[config.mk]
export PLATFORM = sky130hd
export DESIGN_NAME = axi_line_master
export DESIGN_NICKNAME = d
export VERILOG_FILES = /design/src/rtl/axi_line_master.sv
export SDC_FILE = /design/constraint.sdc
export NUM_CORES = 2
export LEC_CHECK = 0
export BUFFER_PORTS_ARGS = -buffer_cell sky130_fd_sc_hd__buf_4
export CAP_MARGIN = 20
export CORE_AREA = 2 2 742 744
export CTS_BUF_LIST = sky130_fd_sc_hd__clkbuf_2
export CTS_CLUSTER_DIAMETER = 120
export DETAILED_ROUTE_END_ITERATION = 6
export DIE_AREA = 0 0 744 746
export HOLD_SLACK_MARGIN = 0.12
export PLACE_DENSITY = 0.3
export SLEW_MARGIN = 0
export SYNTH_ARGS = -nofsm -noshare
export SYNTH_HDL_FRONTEND = slang
export SYNTH_SLANG_ARGS = --single-unit
[constraint.sdc]
create_clock -name clk -period 3.35 [get_ports clk]
set_clock_uncertainty 0.2 [all_clocks]
set_input_delay 0.8375 -clock clk [delete_from_list [all_inputs] [get_ports clk]]
set_output_delay 0.8375 -clock clk [all_outputs]
set_load 0.03 [all_outputs]
[src/rtl/axi_line_master.sv]
// axi_line_master
//
// Cache-line AXI4 master. Turns one line refill or line writeback request
// from the cache controller into a single AXI4 read or write burst, then
// returns the assembled line (refill) or a completion (writeback) with an
// error flag. Only one transaction is outstanding at a time. AXI addresses
// are always issued before any data beat.
//
// Optional feature (compile-time macro):
//   AXI_LINE_MASTER_WRAP_EN - refills use WRAP bursts starting at the
//   beat that holds req_addr (critical word first). Writebacks stay INCR.
//   When the macro is undefined, every burst is INCR from the line base.
//
// Ports:
//   clk, rst_n                 clock, synchronous active-low reset
//   req_valid/req_ready        request handshake from the cache
//   req_write                  1 = writeback, 0 = refill
//   req_addr                   byte address inside the target line
//   req_wdata, req_wmask       writeback line data and byte enables
//   rsp_valid/rsp_ready        response handshake to the cache
//   rsp_rdata, rsp_err         refill line (line order) and error flag
//   aw_*, w_*, b_*             AXI write address / data / response channels
//   ar_*, r_*                  AXI read address / data channels

module axi_line_master #(
    parameter int AXI_DATA_WIDTH = 256,
    parameter int AXI_ADDR_WIDTH = 64,
    parameter int AXI_ID_WIDTH   = 4,
    parameter int LINE_BYTES     = 64,
    parameter int MASTER_ID      = 0
) (
    input  logic                        clk,
    input  logic                        rst_n,

    input  logic                        req_valid,
    output logic                        req_ready,
    input  logic                        req_write,
    input  logic [AXI_ADDR_WIDTH-1:0]   req_addr,
    input  logic [LINE_BYTES*8-1:0]     req_wdata,
    input  logic [LINE_BYTES-1:0]       req_wmask,

    output logic                        rsp_valid,
    input  logic                        rsp_ready,
    output logic [LINE_BYTES*8-1:0]     rsp_rdata,
    output logic                        rsp_err,

    output logic                        aw_valid,
    input  logic                        aw_ready,
    output logic [AXI_ADDR_WIDTH-1:0]   aw_addr,
    output logic [7:0]                  aw_len,
    output logic [2:0]                  aw_size,
    output logic [1:0]                  aw_burst,
    output logic [AXI_ID_WIDTH-1:0]     aw_id,

    output logic                        w_valid,
    input  logic                        w_ready,
    output logic [AXI_DATA_WIDTH-1:0]   w_data,
    output logic [AXI_DATA_WIDTH/8-1:0] w_strb,
    output logic                        w_last,

    input  logic                        b_valid,
    output logic                        b_ready,
    input  logic [1:0]                  b_resp,

    output logic                        ar_valid,
    input  logic                        ar_ready,
    output logic [AXI_ADDR_WIDTH-1:0]   ar_addr,
    output logic [7:0]                  ar_len,
    output logic [2:0]                  ar_size,
    output logic [1:0]                  ar_burst,
    output logic [AXI_ID_WIDTH-1:0]     ar_id,

    input  logic                        r_valid,
    output logic                        r_ready,
    input  logic [AXI_DATA_WIDTH-1:0]   r_data,
    input  logic [1:0]                  r_resp,
    input  logic                        r_last
);

    localparam int BEAT_BYTES = AXI_DATA_WIDTH / 8;
    localparam int BEATS      = LINE_BYTES / BEAT_BYTES;
    localparam int BEAT_BITS  = (BEATS > 1) ? $clog2(BEATS) : 1;
    localparam int BEAT_SHIFT = $clog2(BEAT_BYTES);
    localparam int LINE_BITS  = LINE_BYTES * 8;

    localparam logic [BEAT_BITS-1:0]      LAST_BEAT  = BEAT_BITS'(BEATS - 1);
    localparam logic [AXI_ADDR_WIDTH-1:0] LINE_ALIGN = ~(AXI_ADDR_WIDTH'(LINE_BYTES - 1));
    localparam logic [1:0]                BURST_INCR = 2'b01;

    typedef enum logic [2:0] {
        IDLE,
        RD_ADDR,
        RD_DATA,
        WR_ADDR,
        WR_DATA,
        WR_RESP,
        RESP
    } state_t;

    state_t                    state;
    state_t                    next_state;

    logic [AXI_ADDR_WIDTH-1:0] addr_q;
    logic [LINE_BITS-1:0]      wdata_q;
    logic [LINE_BYTES-1:0]     wmask_q;
    logic [LINE_BITS-1:0]      line_buf;
    logic [BEAT_BITS-1:0]      cnt;
    logic [BEAT_BITS-1:0]      slot;
    logic                      err;
    logic                      last;

    assign last = (cnt == LAST_BEAT);

`ifdef AXI_LINE_MASTER_WRAP_EN
    localparam logic [AXI_ADDR_WIDTH-1:0] BEAT_ALIGN = ~(AXI_ADDR_WIDTH'(BEAT_BYTES - 1));
    localparam logic [1:0]                BURST_WRAP = 2'b10;

    logic [BEAT_BITS-1:0] start_beat;

    // The wrap burst begins at the beat holding req_addr; rotate each beat
    // back to its natural slot so the returned line stays in line order.
    // The mask keeps the single-beat case pinned to slot 0.
    assign start_beat = BEAT_BITS'((addr_q >> BEAT_SHIFT) & AXI_ADDR_WIDTH'(BEATS - 1));
    assign slot       = (start_beat + cnt) & LAST_BEAT;
    assign ar_addr    = addr_q & BEAT_ALIGN;
    assign ar_burst   = BURST_WRAP;
`else
    assign slot       = cnt;
    assign ar_addr    = addr_q & LINE_ALIGN;
    assign ar_burst   = BURST_INCR;
`endif

    assign ar_len    = 8'(BEATS - 1);
    assign ar_size   = 3'(BEAT_SHIFT);
    assign ar_id     = AXI_ID_WIDTH'(MASTER_ID);

    assign aw_addr   = addr_q & LINE_ALIGN;
    assign aw_len    = 8'(BEATS - 1);
    assign aw_size   = 3'(BEAT_SHIFT);
    assign aw_burst  = BURST_INCR;
    assign aw_id     = AXI_ID_WIDTH'(MASTER_ID);

    assign w_data    = wdata_q[cnt*AXI_DATA_WIDTH +: AXI_DATA_WIDTH];
    assign w_strb    = wmask_q[cnt*BEAT_BYTES +: BEAT_BYTES];

    assign rsp_rdata = line_buf;
    assign rsp_err   = err;

    always_ff @(posedge clk) begin
        if (!rst_n) begin
            state <= IDLE;
        end else begin
            state <= next_state;
        end
    end

    // Every handshake output is a pure decode of the state register, so no
    // input ready/valid ever reaches an output valid combinationally.
    always_comb begin
        next_state = state;
        req_ready  = 1'b0;
        ar_valid   = 1'b0;
        r_ready    = 1'b0;
        aw_valid   = 1'b0;
        w_valid    = 1'b0;
        w_last     = 1'b0;
        b_ready    = 1'b0;
        rsp_valid  = 1'b0;
        case (state)
            IDLE: begin
                req_ready = 1'b1;
                if (req_valid) begin
                    next_state = req_write ? WR_ADDR : RD_ADDR;
                end
            end
            RD_ADDR: begin
                ar_valid = 1'b1;
                if (ar_ready) begin
                    next_state = RD_DATA;
                end
            end
            RD_DATA: begin
                r_ready = 1'b1;
                if (r_valid && last) begin
                    next_state = RESP;
                end
            end
            WR_ADDR: begin
                aw_valid = 1'b1;
                if (aw_ready) begin
                    next_state = WR_DATA;
                end
            end
            WR_DATA: begin
                w_valid = 1'b1;
                w_last  = last;
                if (w_ready && last) begin
                    next_state = WR_RESP;
                end
            end
            WR_RESP: begin
                b_ready = 1'b1;
                if (b_valid) begin
                    next_state = RESP;
                end
            end
            RESP: begin
                rsp_valid = 1'b1;
                if (rsp_ready) begin
                    next_state = IDLE;
                end
            end
            default: begin
                next_state = IDLE;
            end
        endcase
    end

    // Request capture, beat counting, line assembly and error accumulation.
    // The counter returns to zero on the final beat so it never wraps
    // mid-burst and is ready for the next transaction.
    always_ff @(posedge clk) begin
        if (!rst_n) begin
            addr_q   <= '0;
            wdata_q  <= '0;
            wmask_q  <= '0;
            line_buf <= '0;
            cnt      <= '0;
            err      <= 1'b0;
        end else begin
            case (state)
                IDLE: begin
                    if (req_valid) begin
                        addr_q  <= req_addr;
                        wdata_q <= req_wdata;
                        wmask_q <= req_wmask;
                        cnt     <= '0;
                        err     <= 1'b0;
                    end
                end
                RD_DATA: begin
                    if (r_valid) begin
                        line_buf[slot*AXI_DATA_WIDTH +: AXI_DATA_WIDTH] <= r_data;
                        err <= err | (r_resp != 2'b00) | (r_last != last);
                        cnt <= last ? '0 : cnt + BEAT_BITS'(1);
                    end
                end
                WR_DATA: begin
                    if (w_ready) begin
                        cnt <= last ? '0 : cnt + BEAT_BITS'(1);
                    end
                end
                WR_RESP: begin
                    if (b_valid) begin
                        err <= err | (b_resp != 2'b00);
                    end
                end
                default: begin
                end
            endcase
        end
    end

endmodule

==> results of run 1 <==
## cells in the mapped netlist (all sizes together) (2+ instances only)
| cell type | instances | area [um^2] |
|---|---|---|
| nor2 | 3 | 11.3 |
| dfxtp | 1151 | 23000 |
| conb | 2 | 7.51 |
| nor3b | 2 | 31.3 |
| buf | 316 | 2390 |
| nand4 | 2 | 12.5 |
| nand3b | 2 | 15.0 |
| nor3 | 4 | 31.3 |
| a31o | 2 | 17.5 |
| nor4 | 2 | 12.5 |
| or4 | 2 | 15.0 |
| nand2 | 2296 | 8620 |
| mux2 | 289 | 3250 |
| and2 | 3 | 18.8 |
| a21oi | 1151 | 5760 |
| nor2b | 2 | 12.5 |
| inv | 5 | 18.8 |
| and3 | 2 | 12.5 |
| clkbuf | 208 | 781 |
| a31oi | 2 | 12.5 |
## per-stage QoR
| stage | instance area [um^2] | instances | worst slack, ns | hold WS, ns | util, % |
|---|---|---|---|---|---|
| after floorplan | 44400 | 5504 | 0.819 | 0.233 | - |
| after global placement | 66000 | 14228 | 0.440 | 0.240 | 12.1 |
| after detailed placement | 66000 | 14228 | 0.432 | 0.245 | 12.1 |
## cells by family after synthesis
| group | count (synthesis) | share of synthesized area [%] |
|---|---|---|
| AND/OR/NAND/NOR | 2324 | 20.0 |
| AO/OA/AOI/OAI | 1162 | 13.2 |
| flip-flops | 1151 | 52.1 |
| buffers and inverters | 529 | 7.22 |
| multiplexers | 290 | 7.39 |
| XOR/XNOR | 2 | 0.0396 |
| other | 2 | 0.0170 |
==> results by group, run 1 <==
Clock network
  – Buffer levels on the longest clock path: 4
  – Clock sinks: 1,151
  – Post-CTS sizing: 144
  – Hold buffer count at cts: 2,967
  – H-tree levels: 5
  – Setup bufs post-CTS: 11
  – Clock root cell: clkbuf_2
  – CTS Buf Count: 371

Yosys
  – Post-synth design cell area: 44,200 um^2
  – Top FF cell, synth: dfxtp_1
  – Sequential share of the synthesized area: 52.1%
  – Number of synthesized flops with an enable pin: 0
  – Mapped Cells: 5,460
  – YS warnings: 0
  – Share of flip-flops with an asynchronous set or reset: 0%
  – Avg Cell Area, Syn: 8.09 um^2
  – Synthesized flop and latch total: 1,151
  – Unique masters post-synth: 42

Floorplanning
  – Ports: 1,882
  – Die Y: 746 um
  – Starting Density: 8.08%
  – Die X: about 740 um
  – Row cnt: 272

Placed design
  – Gpl congestion: 0.804
  – PortBufs: 1,829
  – Post-DP HPWL: 308 mm

Run status
  – Err: [ERROR RSZ-0060] Max buffer count reached.
  – Fail Step: clock tree synthesis
  – Status: aborted with a tool error
==> run 2: changes to the inputs <==
CORE_AREA = 2 2 739 741   (was 2 2 742 744)
CTS_BUF_LIST = unset   (was sky130_fd_sc_hd__clkbuf_2)
CTS_CLUSTER_DIAMETER = unset   (was 120)
DIE_AREA = 0 0 741 743   (was 0 0 744 746)
HOLD_SLACK_MARGIN = unset   (was 0.12)
PLACE_DENSITY = unset   (was 0.3)
PLACE_DENSITY_LB_ADDON = 0.15   (was unset)
==> results by group, run 2 <==
Run status
  – Status: complete, but fails checks
  – Failing checks: setup timing

Finish
  – Final std cell area, no fill: about 83,000 um^2
  – Syn-to-layout area delta: 88.0%
  – Most common cell after layout, fill and taps aside: nand2_1
  – Share of cells above drive strength 1: 31.9%
  – Most frequent cells in the layout: nand2_1, buf_4, a21oi_1
  – Fin nets: 8,917
  – Multi-input gate area: 19,000 um^2
  – Non-Filler Instances: 15,406
  – Util after Layout: between 15 and 20%
  – Fillers: 62,241
  – Sequential cell area: 23,000 um^2

STA
  – Slew headroom: 43.1%
  – Worst setup slack after layout: -0.0822 ns
  – RSZ-0062 raised after global routing: yes
  – Setup violators final: 135
  – Final hold slack: ~0.096 ns
  – Max-slew violations: 0
  – Fin crit share: 102%
  – Post-route minimum period: ~3.4 ns
  – Max Fclk: 0.291 GHz
  – Final hold violations: 0
  – Slew @ Worst Pin: about 0.85 ns

Power and ir drop
  – Leakage: 32.1 nW
  – Clock power frac: 32.4%
  – Int Pwr: 35.3 mW
  – Sequential share of power: between 20% and 30%
  – Switching power: 22.9 mW
  – VDD IR-drop max: 379 uV
  – Switching Share: 39.4%
  – PD cells: 701 nW/um^2
  – Comb power frac: 38.4%

Min path
  – Hold Path Class: in -> reg

Yosys
  – Mapped Cells: 5,460
  – Number of synthesized flops with an enable pin: 0
  – Unique masters post-synth: 42
  – Top-count cell post-synth: nand2_1
  – Sequential share of the synthesized area: 52.1%
  – Area contributors post-synth: dfxtp_1, nand2_1, a21oi_1
  – Top FF cell, synth: dfxtp_1
  – Avg Cell Area, Syn: 8.09 um^2
  – YS warnings: 0
  – Synthesized flop and latch total: 1,151
  – Post-synth top cells: nand2_1, a21oi_1, dfxtp_1, mux2_2, clkbuf_1
  – Top cell type's share of synthesized area: 52.1%
  – Area leader, netlist: dfxtp_1
  – Share of flip-flops with an asynchronous set or reset: 0%
  – Post-synth design cell area: 44,200 um^2

Critical path
  – Crit path cell chain: buf_12, buf_12, mux2_4, buf_4
  – Internal reg-to-reg setup slack: 0.91 ns
  – CP Max Fanout: 15
  – Critical path arrival: approximately 2.4 ns
  – WS Path Type: reg -> out
  – Slowest CP cell: mux2_4
  – Top cell family by delay on the critical path: buffers and inverters
  – Max incr delay on CP: 0.43 ns
  – Required time of the critical path: 2.31 ns
  – Critical path buffer and inverter count: 3
  – CP endpoint kind: output pin
  – Most repeated library cell on the critical path: buf_12
  – Worst setup SP type: register

Clock network
  – Worst-path clk slew: 0.06 ns
  – Worst-Skew Late Latency: 0.85 ns
  – CTS tree: yes
  – CTS Buf Count: 169
  – Clock sinks: approximately 1,200
  – Buffer levels on the longest clock path: 4
  – Clock root cell: clkbuf_16
  – H-tree levels: 4

Global routing
  – Largest net degree at the start of global routing: ~120
  – Total gr overflow: 0
  – Overall Global Routing Usage: 12.3%
  – Antenna violations before repair: 114
  – First-pass GRT wire length: 462 mm
  – Vias in the first global route: 48,882

Floorplanning
  – Die Y: 743 um
  – Row cnt: 271
  – Starting Density: 8.14%
  – Ports: 1,882
  – Full die area: 551,000 um^2
  – Core ar.: 543,000 um^2
  – Die X: 741 um

Placed design
  – PortBufs: 1,829
  – Post-DP HPWL: approximately 280 mm
  – Placed Instance Area: about 66,000 um^2
  – Gpl congestion: 0.782
  – Placement Setup Slack: approximately 0.63 ns
  – Cells after DPL: about 14,000

Routing
  – Drt initial violations: 2,486
  – Routed Antenna Nets: 0
  – Via count: 47,203
  – Pre-antenna DRT Iters: 5
  – Total Routed Length: 357 mm
  – DRC: 0
  – Vias per cell: 3.06
  – DR WL/cell: 23.1 um

Run
  – MaxCap Viol Count: 0
-- run 2: cell counts after synthesis --
No cell type changed its count.
-- run 2: kinds of logic (layout without fill, tap and decap cells) --
group | count (synthesis) | in the layout | share of synthesized area [%]
AOI/OAI and AO/OA | 1162 | 1162 | 13.2
buffers and inverters | 529 | 3158 | 7.22
muxes | 290 | 290 | 7.39
and+or+nand+nor | 2324 | 2324 | 20.0
other | 2 | 85 | 0.0170
DFF | 1151 | 1151 | 52.1
xor gates and xnor gates | 2 | 2 | 0.0396
-- run 2: per-stage QoR --
| stage | setup TNS, ns | total power, mW |
|---|---|---|
| after floorplan | 0 | 27.4 |
| after global placement | 0 | 36.8 |
| after detailed placement | 0 | 36.7 |
| after CTS | -45.65 | 59.4 |
| after global routing | -31.25 | 61.6 |
| final | -4.28 | 58.2 |
-- run 2: path summary, 6_finish.rpt --
kind / from / endpoint / cells past startpoint
max: cnt / w_data[128] / 4
min: r_data[208] / rsp_rdata[208] / 3
max reg2reg: state[2] / wdata_q[262] / 7
min reg2reg: wdata_q[6] / wdata_q[6] / 2
-- run 2: worst min-delay path, stage by stage --
cell	delay, ns
buf_4	0.15
nand2_1	0.06
a21oi_1	0.05
-- run 2: metal layers --
metal  GRT usage, %  share of wire, %  vias up
met5              0              0.10        -
met4           2.84               2.7       52
met3           5.73                10      444
met2           21.5                48     1639
met1           13.5                38    22317
li1               -                 -    22751
-- run 2: final cells by class --
cell class,instances,area share [%]
inverters,5,0.0316
repair buffers,2855,31.6
multi-input cells,3824,22.8
diodes,39,0.117
clock inverters,40,0.739
flip-flops and latches,1151,27.7
well taps,7234,10.9
clock buffers,258,6.10
-- run 2: power groups by stage --
stage	Clock (mW)	Combinational [mW]	Sequential [mW]
after global placement	0	19.5	17.3
after detailed placement	0	19.5	17.3
after floorplan	0	9.69	17.7
after global routing	20.2	24.1	17.2
after CTS	19.9	22.5	17.0
final	18.9	22.4	17.0
-- run 2: repair_timing --
action / CTS / global route
buffers inserted: 22 / 4
gates resized for setup: 416 / 217
hold endpoints to repair: 1019 / 0
hold buffers: 821 / 0
pin swaps: 0 / 0
endpoints found under the setup margin: 281 / 271
cloned: 17 / 7
Power figures use the tool's default switching activity.
